===== config.mk =====
export PLATFORM = sky130hd
export DESIGN_NAME = drain_to_mem
export DESIGN_NICKNAME = d
export VERILOG_FILES = /design/src/rtl/drain_pkg.sv /design/src/rtl/drain_word_packer.sv /design/src/rtl/drain_to_mem.sv
export SDC_FILE = /design/constraint.sdc
export NUM_CORES = 1
export LEC_CHECK = 0
export BUFFER_PORTS_ARGS = -buffer_cell sky130_fd_sc_hd__buf_2
export CAP_MARGIN = 20
export CORE_MARGIN = 1.5
export CORE_UTILIZATION = 50
export CTS_CLUSTER_DIAMETER = 120
export DETAILED_ROUTE_END_ITERATION = 8
export PLACE_DENSITY = 0.77
export SETUP_SLACK_MARGIN = 0.3
export SLEW_MARGIN = 10
export SYNTH_ARGS = -nofsm -noshare
export SYNTH_HDL_FRONTEND = slang
export SYNTH_HIERARCHICAL = 1
export SYNTH_SLANG_ARGS = --single-unit

===== constraint.sdc =====
create_clock -name clk -period 3.1 [get_ports clk]
set_input_delay 0.62 -clock clk [delete_from_list [all_inputs] [get_ports clk]]
set_output_delay 0.62 -clock clk [all_outputs]
set_load 0.02 [all_outputs]

===== src/rtl/drain_pkg.sv =====
// Shared types and helpers for the FIFO-array drain path.
package drain_pkg;

   typedef enum logic [2:0] {
      IDLE  = 3'd0,
      POP   = 3'd1,
      LATCH = 3'd2,
      WRITE = 3'd3,
      DONE  = 3'd4
   } drain_state_t;

   localparam int unsigned WORD_BYTES = 8;

   // Memory words are 8-byte aligned; the low address bits are dropped.
   function automatic logic [31:0] align_addr(input logic [31:0] a);
      return {a[31:3], 3'b000};
   endfunction

endpackage


===== src/rtl/drain_word_packer.sv =====
// Slot-indexed pack buffer: entries land little-endian at slot*DATA_WIDTH; clear zeroes all slots.
module drain_word_packer #(
   parameter int DATA_WIDTH = 8,
   parameter int SLOTS      = 8,
   parameter int SLOT_W     = 3
) (
   input  logic                        clk,
   input  logic                        rst,
   input  logic                        i_clr,
   input  logic                        i_wr,
   input  logic [SLOT_W-1:0]           i_slot,
   input  logic [DATA_WIDTH-1:0]       i_data,
   output logic [SLOTS*DATA_WIDTH-1:0] o_word
);

   logic [SLOTS*DATA_WIDTH-1:0] r_buf;

   always_ff @(posedge clk) begin
      if (rst || i_clr) begin
         r_buf <= '0;
      end else if (i_wr) begin
         r_buf[i_slot*DATA_WIDTH +: DATA_WIDTH] <= i_data;
      end
   end

   assign o_word = r_buf;

endmodule


===== src/rtl/drain_to_mem.sv =====
// Pops one entry per FIFO in index order, packs them into memory words and writes them from a base address.
// Define DRAIN_TIMEOUT_EN to abort a drain whose current FIFO stays empty for TIMEOUT_CYCLES.
module drain_to_mem
   import drain_pkg::*;
#(
   parameter int NUM_FIFOS      = 9,
   parameter int DATA_WIDTH     = 8,
   parameter int MEM_WIDTH      = 64,
   parameter int TIMEOUT_CYCLES = 255
) (
   input  logic                            clk,
   input  logic                            rst,
   input  logic [31:0]                     addr,
   input  logic                            drain,
   output logic                            busy,
   output logic                            done,
   output logic                            err,
   input  logic [NUM_FIFOS-1:0]            fifoEmpty,
   output logic [NUM_FIFOS-1:0]            fifoRdEn,
   input  logic [NUM_FIFOS*DATA_WIDTH-1:0] fifoData,
   output logic [31:0]                     mem_address,
   output logic                            mem_write,
   output logic [MEM_WIDTH-1:0]            mem_writedata,
   input  logic                            mem_waitrequest
);

   localparam int SLOTS  = MEM_WIDTH / DATA_WIDTH;
   localparam int SLOT_W = (SLOTS > 1) ? $clog2(SLOTS) : 1;
   localparam int IDX_W  = $clog2(NUM_FIFOS + 1);
   localparam logic [31:0]       ADDR_STEP = 32'(MEM_WIDTH / 8);
   localparam logic [SLOT_W-1:0] LAST_SLOT = SLOT_W'(SLOTS - 1);
   localparam logic [IDX_W-1:0]  LAST_IDX  = IDX_W'(NUM_FIFOS - 1);
   localparam logic [IDX_W-1:0]  ALL_IDX   = IDX_W'(NUM_FIFOS);

   drain_state_t          r_state, w_state_nxt;
   logic [IDX_W-1:0]      r_idx;
   logic [SLOT_W-1:0]     r_slot;
   logic [31:0]           r_addr;
   logic                  w_start, w_pop, w_latch, w_accept, w_timeout;
   logic [MEM_WIDTH-1:0]  w_word;

   assign w_start  = (r_state == IDLE) && drain;
   assign w_pop    = (r_state == POP) && !fifoEmpty[r_idx];
   assign w_latch  = (r_state == LATCH);
   assign w_accept = (r_state == WRITE) && !mem_waitrequest;

`ifdef DRAIN_TIMEOUT_EN
   localparam int TMO_W = $clog2(TIMEOUT_CYCLES + 1);
   logic [TMO_W-1:0] r_tmo_cnt;
   logic             r_err;
   logic             w_stall;

   assign w_stall   = (r_state == POP) && fifoEmpty[r_idx];
   assign w_timeout = w_stall && (r_tmo_cnt == TMO_W'(TIMEOUT_CYCLES - 1));

   // Counts consecutive empty cycles on the current FIFO; err stays set until the next drain starts.
   always_ff @(posedge clk) begin
      if (rst) begin
         r_tmo_cnt <= '0;
         r_err     <= 1'b0;
      end else begin
         r_tmo_cnt <= w_stall ? r_tmo_cnt + 1'b1 : '0;
         if (w_timeout) begin
            r_err <= 1'b1;
         end else if (w_start) begin
            r_err <= 1'b0;
         end
      end
   end

   assign err = r_err;
`else
   assign w_timeout = 1'b0;
   assign err       = 1'b0;
`endif

   always_ff @(posedge clk) begin
      if (rst) begin
         r_state <= IDLE;
      end else begin
         r_state <= w_state_nxt;
      end
   end

   always_comb begin
      w_state_nxt = r_state;
      fifoRdEn    = '0;
      case (r_state)
         IDLE: begin
            if (drain) w_state_nxt = POP;
         end
         POP: begin
            if (w_timeout) begin
               w_state_nxt = DONE;
            end else if (!fifoEmpty[r_idx]) begin
               fifoRdEn[r_idx] = 1'b1;
               w_state_nxt     = LATCH;
            end
         end
         LATCH: begin
            // Flush when the word is full or the last FIFO has just been read.
            if ((r_slot == LAST_SLOT) || (r_idx == LAST_IDX)) begin
               w_state_nxt = WRITE;
            end else begin
               w_state_nxt = POP;
            end
         end
         WRITE: begin
            if (!mem_waitrequest) begin
               w_state_nxt = (r_idx == ALL_IDX) ? DONE : POP;
            end
         end
         DONE:    w_state_nxt = IDLE;
         default: w_state_nxt = IDLE;
      endcase
   end

   always_ff @(posedge clk) begin
      if (rst) begin
         r_idx  <= '0;
         r_slot <= '0;
         r_addr <= '0;
      end else begin
         if (w_start) begin
            r_idx  <= '0;
            r_slot <= '0;
            r_addr <= align_addr(addr);
         end
         if (w_latch) begin
            r_idx  <= r_idx + 1'b1;
            r_slot <= r_slot + 1'b1;
         end
         if (w_accept) begin
            r_slot <= '0;
            r_addr <= r_addr + ADDR_STEP;
         end
      end
   end

   drain_word_packer #(
      .DATA_WIDTH (DATA_WIDTH),
      .SLOTS      (SLOTS),
      .SLOT_W     (SLOT_W)
   ) u_packer (
      .clk    (clk),
      .rst    (rst),
      .i_clr  (w_start || w_accept),
      .i_wr   (w_latch),
      .i_slot (r_slot),
      .i_data (fifoData[r_idx*DATA_WIDTH +: DATA_WIDTH]),
      .o_word (w_word)
   );

   assign busy          = (r_state != IDLE);
   assign done          = (r_state == DONE);
   assign mem_write     = (r_state == WRITE);
   assign mem_address   = r_addr;
   assign mem_writedata = w_word;

endmodule


[After elaboration in Yosys (flattened, before gate mapping)]
Cells that the tools add are included.
Storage, ports and cells
  flip-flop bits (word level): 106
  input bits: 117
  output and inout port bits: 109
  logic and storage cells: 56
Cells by class
  add/subtract/negate cells: 4
  $lt $le $gt $ge: 2
  eq/ne operators: 10
  shifts and indexed selects: 3
  multiplexer cells: 19
  reduce and logical (&&, ||, !) cells: 13
Operator list (number)
  $shiftx 72x8->8: 1
  $bwmux 64: 1
  $mux 32: 2
  $shift 8x34->64 const A: 1
  $shiftx 8x34->64: 1
  $neg 6->34: 1
  $add 32x4->32 const B: 1
  $mux 3: 6
  $mux 9: 2
  $pmux 3 s4: 1
  $eq 4x4->1 const B: 2
  $mux 4: 2
  $eq 3x2->1 const B: 2
  $eq 3x3->1 const B: 2
  $ne 2x2->1 const B: 3
  $lt 4x5->1 const B: 1
  $add 4x1->4 const B: 1
  $bmux 1 s4: 1
  $demux 1 s4: 1
  $ge 4x1->1 const B: 1
  $reduce_bool 2->1: 2
  $add 3x1->3 const B: 1
  $eq 3x1->1 const B: 1
  $logic_and 1x1->1: 3
  other kinds (8): 11

[Depth between registers and ports, before layout]
Gate-level depths: netlist (run 1).
  depth after elaboration: 6
  gate-level depth with buffers: 10
  depth with buffers taken out: 7

[Modules after synthesis]
Netlist (run 1), hierarchy kept.
Modules (own cells, without submodules)
  drain_to_mem: times used 1, cells each 420, area an instance 3220.6 um^2, seq. area each 780.7 um^2
  drain_word_packer: times used 1, cells each 292, area an instance 2795.2 um^2, seq. area each 1281.2 um^2

[Least setup slack after synthesis (run 1)]
No wires, ideal clock.
  kind: flip-flop to output port
  start point: register r_idx[0]
  end point: output fifoRdEn[5]
  arrival: 1.922 ns
  required time: 2.480 ns
  setup slack: 0.558 ns
  cell stages (with the launch flop): 7
  path buffers: 2
  cells stage by stage: dfxtp_1 -> buf_2 -> mux2i_1 -> o2111ai_1 -> o22a_1 -> buf_2 -> nor4_1
On the way
  longest elaborated chain between the ends: 6
  elaborated cells on any way between the ends: 9
  classes of those cells: order compare (2); mux (6); reduce/logical (1)
RTL lines
  start, declared: line drain_to_mem.sv:36  | logic [IDX_W-1:0] r_idx;
  start signal, assigned: line drain_to_mem.sv:130  | r_idx <= r_idx + 1'b1;
  $lt 4x5->1 (implied by the code) or $ge 4x1->1 (tied branches): line drain_to_mem.sv:96  | fifoRdEn[r_idx] = 1'b1;
  $logic_and 1x1->1 (implied by the code): line drain_to_mem.sv:96
  $mux 1 (implied by the code): line drain_to_mem.sv:96
  $demux 1 s4: line drain_to_mem.sv:96
  $mux 9 *: line drain_to_mem.sv:95  | end else if (!fifoEmpty[r_idx]) begin
  $mux 9 *: line drain_to_mem.sv:88  | case (r_state)
  end, declared: line drain_to_mem.sv:19  | output logic [NUM_FIFOS-1:0] fifoRdEn,
Every way passes the cells marked *; elsewhere a longest branch is shown, timed or not. The select of a mux whose other input is x is not followed.

[Final worst setup path (run 1)]
  start point: register r_idx[3]
  end point: output fifoRdEn[5]
The elaborated chain is that of the path after synthesis.

==> flow_metrics.env, run 1 <==
export IMPL_outcome="finished, final reports clean"
export IMPL_synth_top_area_cell="dfxtp_1"
export IMPL_core_area_um2=11600
export IMPL_ys_types=69
export IMPL_syn_to_final_growth_pct=24.8
export IMPL_cts_root_buf="clkbuf_16"
export IMPL_crit_chain="buf_4 -> nor3_1 -> o22a_1 -> nor4_2 -> buf_2"
export IMPL_vias=6258
export IMPL_p_sw_uw=857
export IMPL_htreeDepth=3
export IMPL_nNetsFinal=1031
export IMPL_fillers=1025
export IMPL_hold_class="reg2reg"
export IMPL_ys_warn_count=6
export IMPL_fp_row_count=39
export IMPL_crit_path_end_kind="primary output"
export IMPL_synth_compound_area_share_pct=16.6
export IMPL_max_cap_viol_count=0
export IMPL_fmax_mhz=370
export IMPL_crit_family="buffers and inverters"
export IMPL_cp_startpoint="r_idx[3]"
export IMPL_ys_async_sr_fraction_pct=0
export IMPL_syn_avg_cell_area_um2=8.45
export IMPL_reg2reg_depth=6
export IMPL_die_area_um2=12700
export IMPL_finalMaxSlewViolations=0
export IMPL_critPathSlowestCell="dfxtp_1"
export IMPL_p_int_uw=2090
export IMPL_cp_arrival_ns=2.08
export IMPL_layout_drive_gt1_share_pct=31.8
export IMPL_synth_area_top_cells="dfxtp_1 (34%), mux2i_1 (10%), nand2_1 (6.1%)"
export IMPL_grt_setup_unrepaired="no"
export IMPL_swShare_pct=29.0
export IMPL_ys_seq_elements=103
export IMPL_fin_skew_ns=0.0101
export IMPL_synthMuxAreaShare_pct=13.5
export IMPL_syn_instance_count=712
export IMPL_io_buffers=218
export IMPL_cts_num_sinks=103
export IMPL_synth_top_family_by_area="simple AND/OR/NAND/NOR gates"
export IMPL_cts_setup_buffers=0
export IMPL_ant_nets=0
export IMPL_grt_pass1_wl_mm=28.5
export IMPL_viasPerCell=5.95
export IMPL_drtIter0Drc=490
export IMPL_layout_common_cells="buf_2 (218), dfxtp_1 (102), nand2_1 (98), mux2i_1 (62), nor2_1 (44)"
export IMPL_clk_pin_slew_ns=0.07
export IMPL_synth_xor_area_share_pct=0.146
export IMPL_mostFrequentLayoutCell="buf_2"
export IMPL_cts_buffers=9
export IMPL_crit_path_max_incr_delay_ns=0.48
export IMPL_die_x_um=113
export IMPL_cp_buffers_inverters=2
export IMPL_critPathCapture="fifoRdEn[5]"
export IMPL_grt_ovfl_total=0
export IMPL_syn_area_um2=6020
export IMPL_fin_crit_ns=2.70
export IMPL_clk_path_buf_depth=2
export IMPL_worstSetupPathType="reg2out"
export IMPL_hold_slack_ns=0.458
export IMPL_grt_max_degree=42
export IMPL_synth_edf_count=0
export IMPL_routed_wl_mm=18.1
export IMPL_cts_tree="built"
export IMPL_final_setup_tns_ns=0
export IMPL_path_max_fanout=19
export IMPL_setup_violations=0
export IMPL_top_level_ports=226
export IMPL_n_antenna_cell=0
export IMPL_critical_path_startpoint_type="register"
export IMPL_power_leakage_uw=0.00322
export IMPL_die_y_um=113
export IMPL_combPwrFrac_pct=15.4
export IMPL_p_per_area_nw_per_um2=393
export IMPL_rrSetupSlack_ns=0.52
export IMPL_synth_ff_type="dfxtp_1"
export IMPL_max_vdd_ir_drop_mv=0.252
export IMPL_drcViolationCount=0
export IMPL_clock_latency_ns=0.35
export IMPL_synthSimpleGateAreaFrac_pct=27.8
export IMPL_seqPwrFrac_pct=47.5
export IMPL_grt_pass1_vias=5713
export IMPL_hold_viol_final=0
export IMPL_synth_top_area_share_pct=34.3
export IMPL_seq_area_frac_synth_pct=34.3
export IMPL_synth_fa_ha_area_share_pct=2.08
export IMPL_critPathRequiredTime_ns=2.48
export IMPL_routedWlPerCell_um=17.2
export IMPL_firstDrtPassIters=5
export IMPL_routabilityCongestion=0.862
export IMPL_grt_total_usage_pct=27.7
export IMPL_antenna_found_initial=0
export IMPL_initial_core_util_pct=52.0
export IMPL_place_hpwl_mm=13.3
export IMPL_r2r_start="r_slot[0]"
export IMPL_r2r_end="u_packer/o_word[29]"
export IMPL_tightest_slew_ns=0.954
export IMPL_fin_crit_sh_pct=87.2
export IMPL_cp_depth=5
export IMPL_clkPwrFrac_pct=37.1
export IMPL_timing_slew_headroom_pct=36.4
cells by family (layout without fill, tap and decap cells):
family,after synthesis,after routing
xor gates and xnor gates,1,1
DFF,103,103
AOI/OAI and AO/OA,144,144
adders and majority gates,10,10
buffers and inverters,75,269
muxes,71,71
and+or+nand+nor,307,307
other,1,4
worst reg2reg max path: stages, from the launching register on:
cell      delay, ns
dfxtp_1        0.34
inv_1          0.09
ha_1           0.23
ha_1           0.59
nand2b_1       0.40
or2_0          0.51
a31o_2         0.32
worst min-delay path by stage:
stage,from,endpoint,slack [ns],cells after the start
2_1_floorplan,r_slot[1],r_slot[1],0.48,2
3_3_place_gp,u_packer/o_word[23],u_packer/o_word[23],0.44,2
3_5_place_dp,u_packer/o_word[23],u_packer/o_word[23],0.45,2
4_1_cts,u_packer/o_word[7],u_packer/o_word[7],0.46,2
5_1_grt,u_packer/o_word[7],u_packer/o_word[7],0.48,2
6_report,u_packer/o_word[6],u_packer/o_word[6],0.46,2
routing by layer:
metal	track usage [%]	up-vias	part of all wire, %
met1	36.7	2920	42
met2	46.7	272	49
met4	9.54	0	2.0
met5	0	-	0
li1	-	3036	-
met3	3.70	30	6.6
per-stage QoR:
step	setup slack, ns	cells	power [uW]	cell area [um2]	util (%)
2_1_floorplan	0.558	715	1690	6030	-
3_3_place_gp	0.358	1036	1880	7210	62.3
3_5_place_dp	0.409	1036	1880	7210	62.3
4_1_cts	0.351	1052	2960	7490	64.8
5_1_grt	0.317	1052	3060	7500	64.9
6_report	0.398	1052	2950	7500	64.9
Yosys cell counts, types with 5 or more instances:
master      n
dfxtp_1   103
nand2_1    98
mux2i_1    62
nor2_1     45
nand3_1    41
clkbuf_1   35
a21oi_1    32
o211ai_1   28
buf_2      21
o31ai_1    18
a31oi_1    16
and3_1     12
nand4_1    12
inv_1      11
nor4_1     11
or3_1      11
ha_1       10
nor3_1      9
and4_1      8
mux4_2      8
o22ai_1     8
or4_1       7
nand2b_1    6
o311ai_0    6
a31o_2      5
and2_1      5
buf_4       5
nand3b_1    5
nor2b_1     5
or2_2       5
flip-flops by register name, indices dropped and copies added, names as in the netlist:
register,count
r_idx,4
r_state,3
u_packer/o_word,64
r_slot,3
mem_address,29
layout make-up:
cell class	instances	area, um2	share of cell area [%]
Timing Repair Buffer	241	1280	17.0
Inverter	12	45.0	0.600
Clock buffer	10	229	3.05
Multi-Input combinational cell	537	3660	48.7
Clock inverter	6	51.3	0.684
Tap cell	143	179	2.38
Sequential cell	103	2070	27.5
power groups by stage:
stage | Combinational, uW | Clock [uW] | Sequential (uW)
CTS | 451 | 1110 | 1400
floorplan | 239 | 0 | 1450
detailed placement | 451 | 0 | 1430
global route | 493 | 1160 | 1410
finish | 454 | 1090 | 1400
global placement | 445 | 0 | 1430
repair_timing:
action                     in CTS  in global routing
hold buffers                    0                  0
setup endpoints to repair       9                  4
hold endpoints to repair        0                  0
resized for setup               2                  2
gates cloned                    0                  0
Power figures use the tool's default switching activity.
==> run 2, diff against run 1 <==
==> constraint.sdc (replaced) <==
create_clock -name clk -period 2.7 [get_ports clk]
set_input_delay 0.54 -clock clk [delete_from_list [all_inputs] [get_ports clk]]
set_output_delay 0.54 -clock clk [all_outputs]
set_load 0.02 [all_outputs]
==> flow_metrics.env, run 2 (synthesized netlist as in run 1, its figures left out) <==
export IMPL_outcome="finished, final reports clean"
export IMPL_die_y_um=113
export IMPL_cts_buffers=9
export IMPL_cp_common_cell="buf_4"
export IMPL_n_antenna_cell=0
export IMPL_crit_chain="buf_4 -> buf_4 -> ha_2 -> inv_1 -> nor4_4 -> buf_4"
export IMPL_fmax_mhz=413
export IMPL_cts_root_buf="clkbuf_16"
export IMPL_fin_crit_ns=2.42
export IMPL_max_vdd_ir_drop_mv=0.281
export IMPL_r2r_start="r_slot[0]"
export IMPL_finalMaxSlewViolations=0
export IMPL_clock_latency_ns=0.34
export IMPL_place_hpwl_mm=13.4
export IMPL_firstDrtPassIters=5
export IMPL_critPathSlowestCell="dfxtp_4"
export IMPL_mostFrequentLayoutCell="buf_2"
export IMPL_grt_pass1_wl_mm=28.6
export IMPL_fin_util_pct=67.3
export IMPL_critical_path_startpoint_type="register"
export IMPL_met1_usage_pct=36.8
export IMPL_tightest_slew_ns=0.649
export IMPL_routedWlPerCell_um=17.4
export IMPL_setup_violations=0
export IMPL_fin_crit_sh_pct=89.6
export IMPL_layout_common_cells="buf_2 (212), dfxtp_1 (99), nand2_1 (97), mux2i_1 (61)"
export IMPL_grt_pass1_vias=5842
export IMPL_crit_path_end_kind="primary output"
export IMPL_clk_pin_slew_ns=0.07
export IMPL_core_area_um2=11600
export IMPL_hold_viol_final=0
export IMPL_ant_nets=0
export IMPL_fp_row_count=39
export IMPL_fin_skew_ns=0.00858
export IMPL_drtIter0Drc=608
export IMPL_drcViolationCount=0
export IMPL_vias=6426
export IMPL_routabilityCongestion=0.872
export IMPL_max_cap_viol_count=0
export IMPL_syn_to_final_growth_pct=29.4
export IMPL_timing_slew_headroom_pct=56.6
export IMPL_power_leakage_uw=0.00333
export IMPL_cp_arrival_ns=1.88
export IMPL_critPathRequiredTime_ns=2.16
export IMPL_cts_num_sinks=103
export IMPL_cp_startpoint="r_idx[0]"
export IMPL_largest_reg_flops=64
export IMPL_crit_path_max_incr_delay_ns=0.40
export IMPL_nNetsFinal=1048
export IMPL_layout_drive_gt1_share_pct=35.2
export IMPL_gr_usage_met2_pct=45.9
export IMPL_path_max_fanout=6
export IMPL_top_usage_layer="met2"
export IMPL_hp_start="addr[15]"
export IMPL_p_per_area_nw_per_um2=441
export IMPL_viasPerCell=6.01
export IMPL_antenna_found_initial=0
export IMPL_grt_ovfl_total=0
export IMPL_clk_path_buf_depth=2
export IMPL_use_met3_pct=3.75
export IMPL_top_level_ports=226
export IMPL_die_area_um2=12700
export IMPL_htreeDepth=3
export IMPL_hold_class="in2reg"
export IMPL_grt_total_usage_pct=27.7
export IMPL_io_buffers=218
export IMPL_cts_tree="built"
export IMPL_grt_max_degree=31
export IMPL_die_x_um=113
export IMPL_final_setup_tns_ns=0
export IMPL_grt_setup_unrepaired="yes"
export IMPL_routed_wl_mm=18.6
export IMPL_worstSetupPathType="reg2out"
export IMPL_initial_core_util_pct=52.0
==> run 2: critical path: cells and delay by family, from the launching register on <==
kind	cells	cell delay, ns
adder cells (fa/ha/maj)	1	0.21
buffers and inverters	4	0.58
flip-flops	1	0.40
AND/OR/NAND/NOR	1	0.33
==> run 2: repair_timing <==
action | in CTS | in global routing
setup endpoints to repair | 33 | 52
pin swaps | 4 | 6
setup buffers | 3 | 5
resized for setup | 14 | 21
gates cloned | 1 | 0
hold buffers | 0 | 0
==> run 2: final timing paths <==
check | endpoint | slack (ns) | depth (start not counted)
worst max-delay path | fifoRdEn[5] | 0.28 | 6
worst min-delay path | mem_address[15] | 0.44 | 3
worst max register to register | u_packer/o_word[63] | 0.33 | 6
worst min register to register | u_packer/o_word[22] | 0.46 | 2
==> run 2: final cells by class <==
cell class / count / area (um2)
inverters: 12 / 45.0
clock buffers: 10 / 239
clock inverters: 6 / 55.1
well taps: 143 / 179
repair buffers: 257 / 1440
fillers: 991 / 3780
multi-input cells: 538 / 3760
flip-flops and latches: 103 / 2070
==> run 2: metrics by stage <==
step / setup WS (ns) / total power, uW / area, um2 / hold slack (ns) / instances
6_report: 0.280 / 3430 / 7780 / 0.441 / 1069
5_1_grt: 0.203 / 3550 / 7780 / 0.454 / 1069
4_1_cts: 0.316 / 3430 / 7630 / 0.431 / 1064
3_5_place_dp: 0.225 / 2170 / 7260 / 0.448 / 1044
3_3_place_gp: 0.208 / 2160 / 7260 / 0.443 / 1044
2_1_floorplan: 0.238 / 1950 / 6030 / 0.477 / 715
==> run 2: per-layer routing <==
layer | part of all wire (%) | up-vias
met1 | 43 | 3022
li1 | - | 3070
met5 | 0 | -
met3 | 6.5 | 37
met4 | 2.4 | 0
met2 | 48 | 297
==> run 2: power breakdown <==
part           switching (uW)  leakage (uW)  internal, uW
Clock                     603      0.000142           664
Sequential               56.7      0.000836          1560
Combinational             330       0.00235           223
Total                     990       0.00333          2440
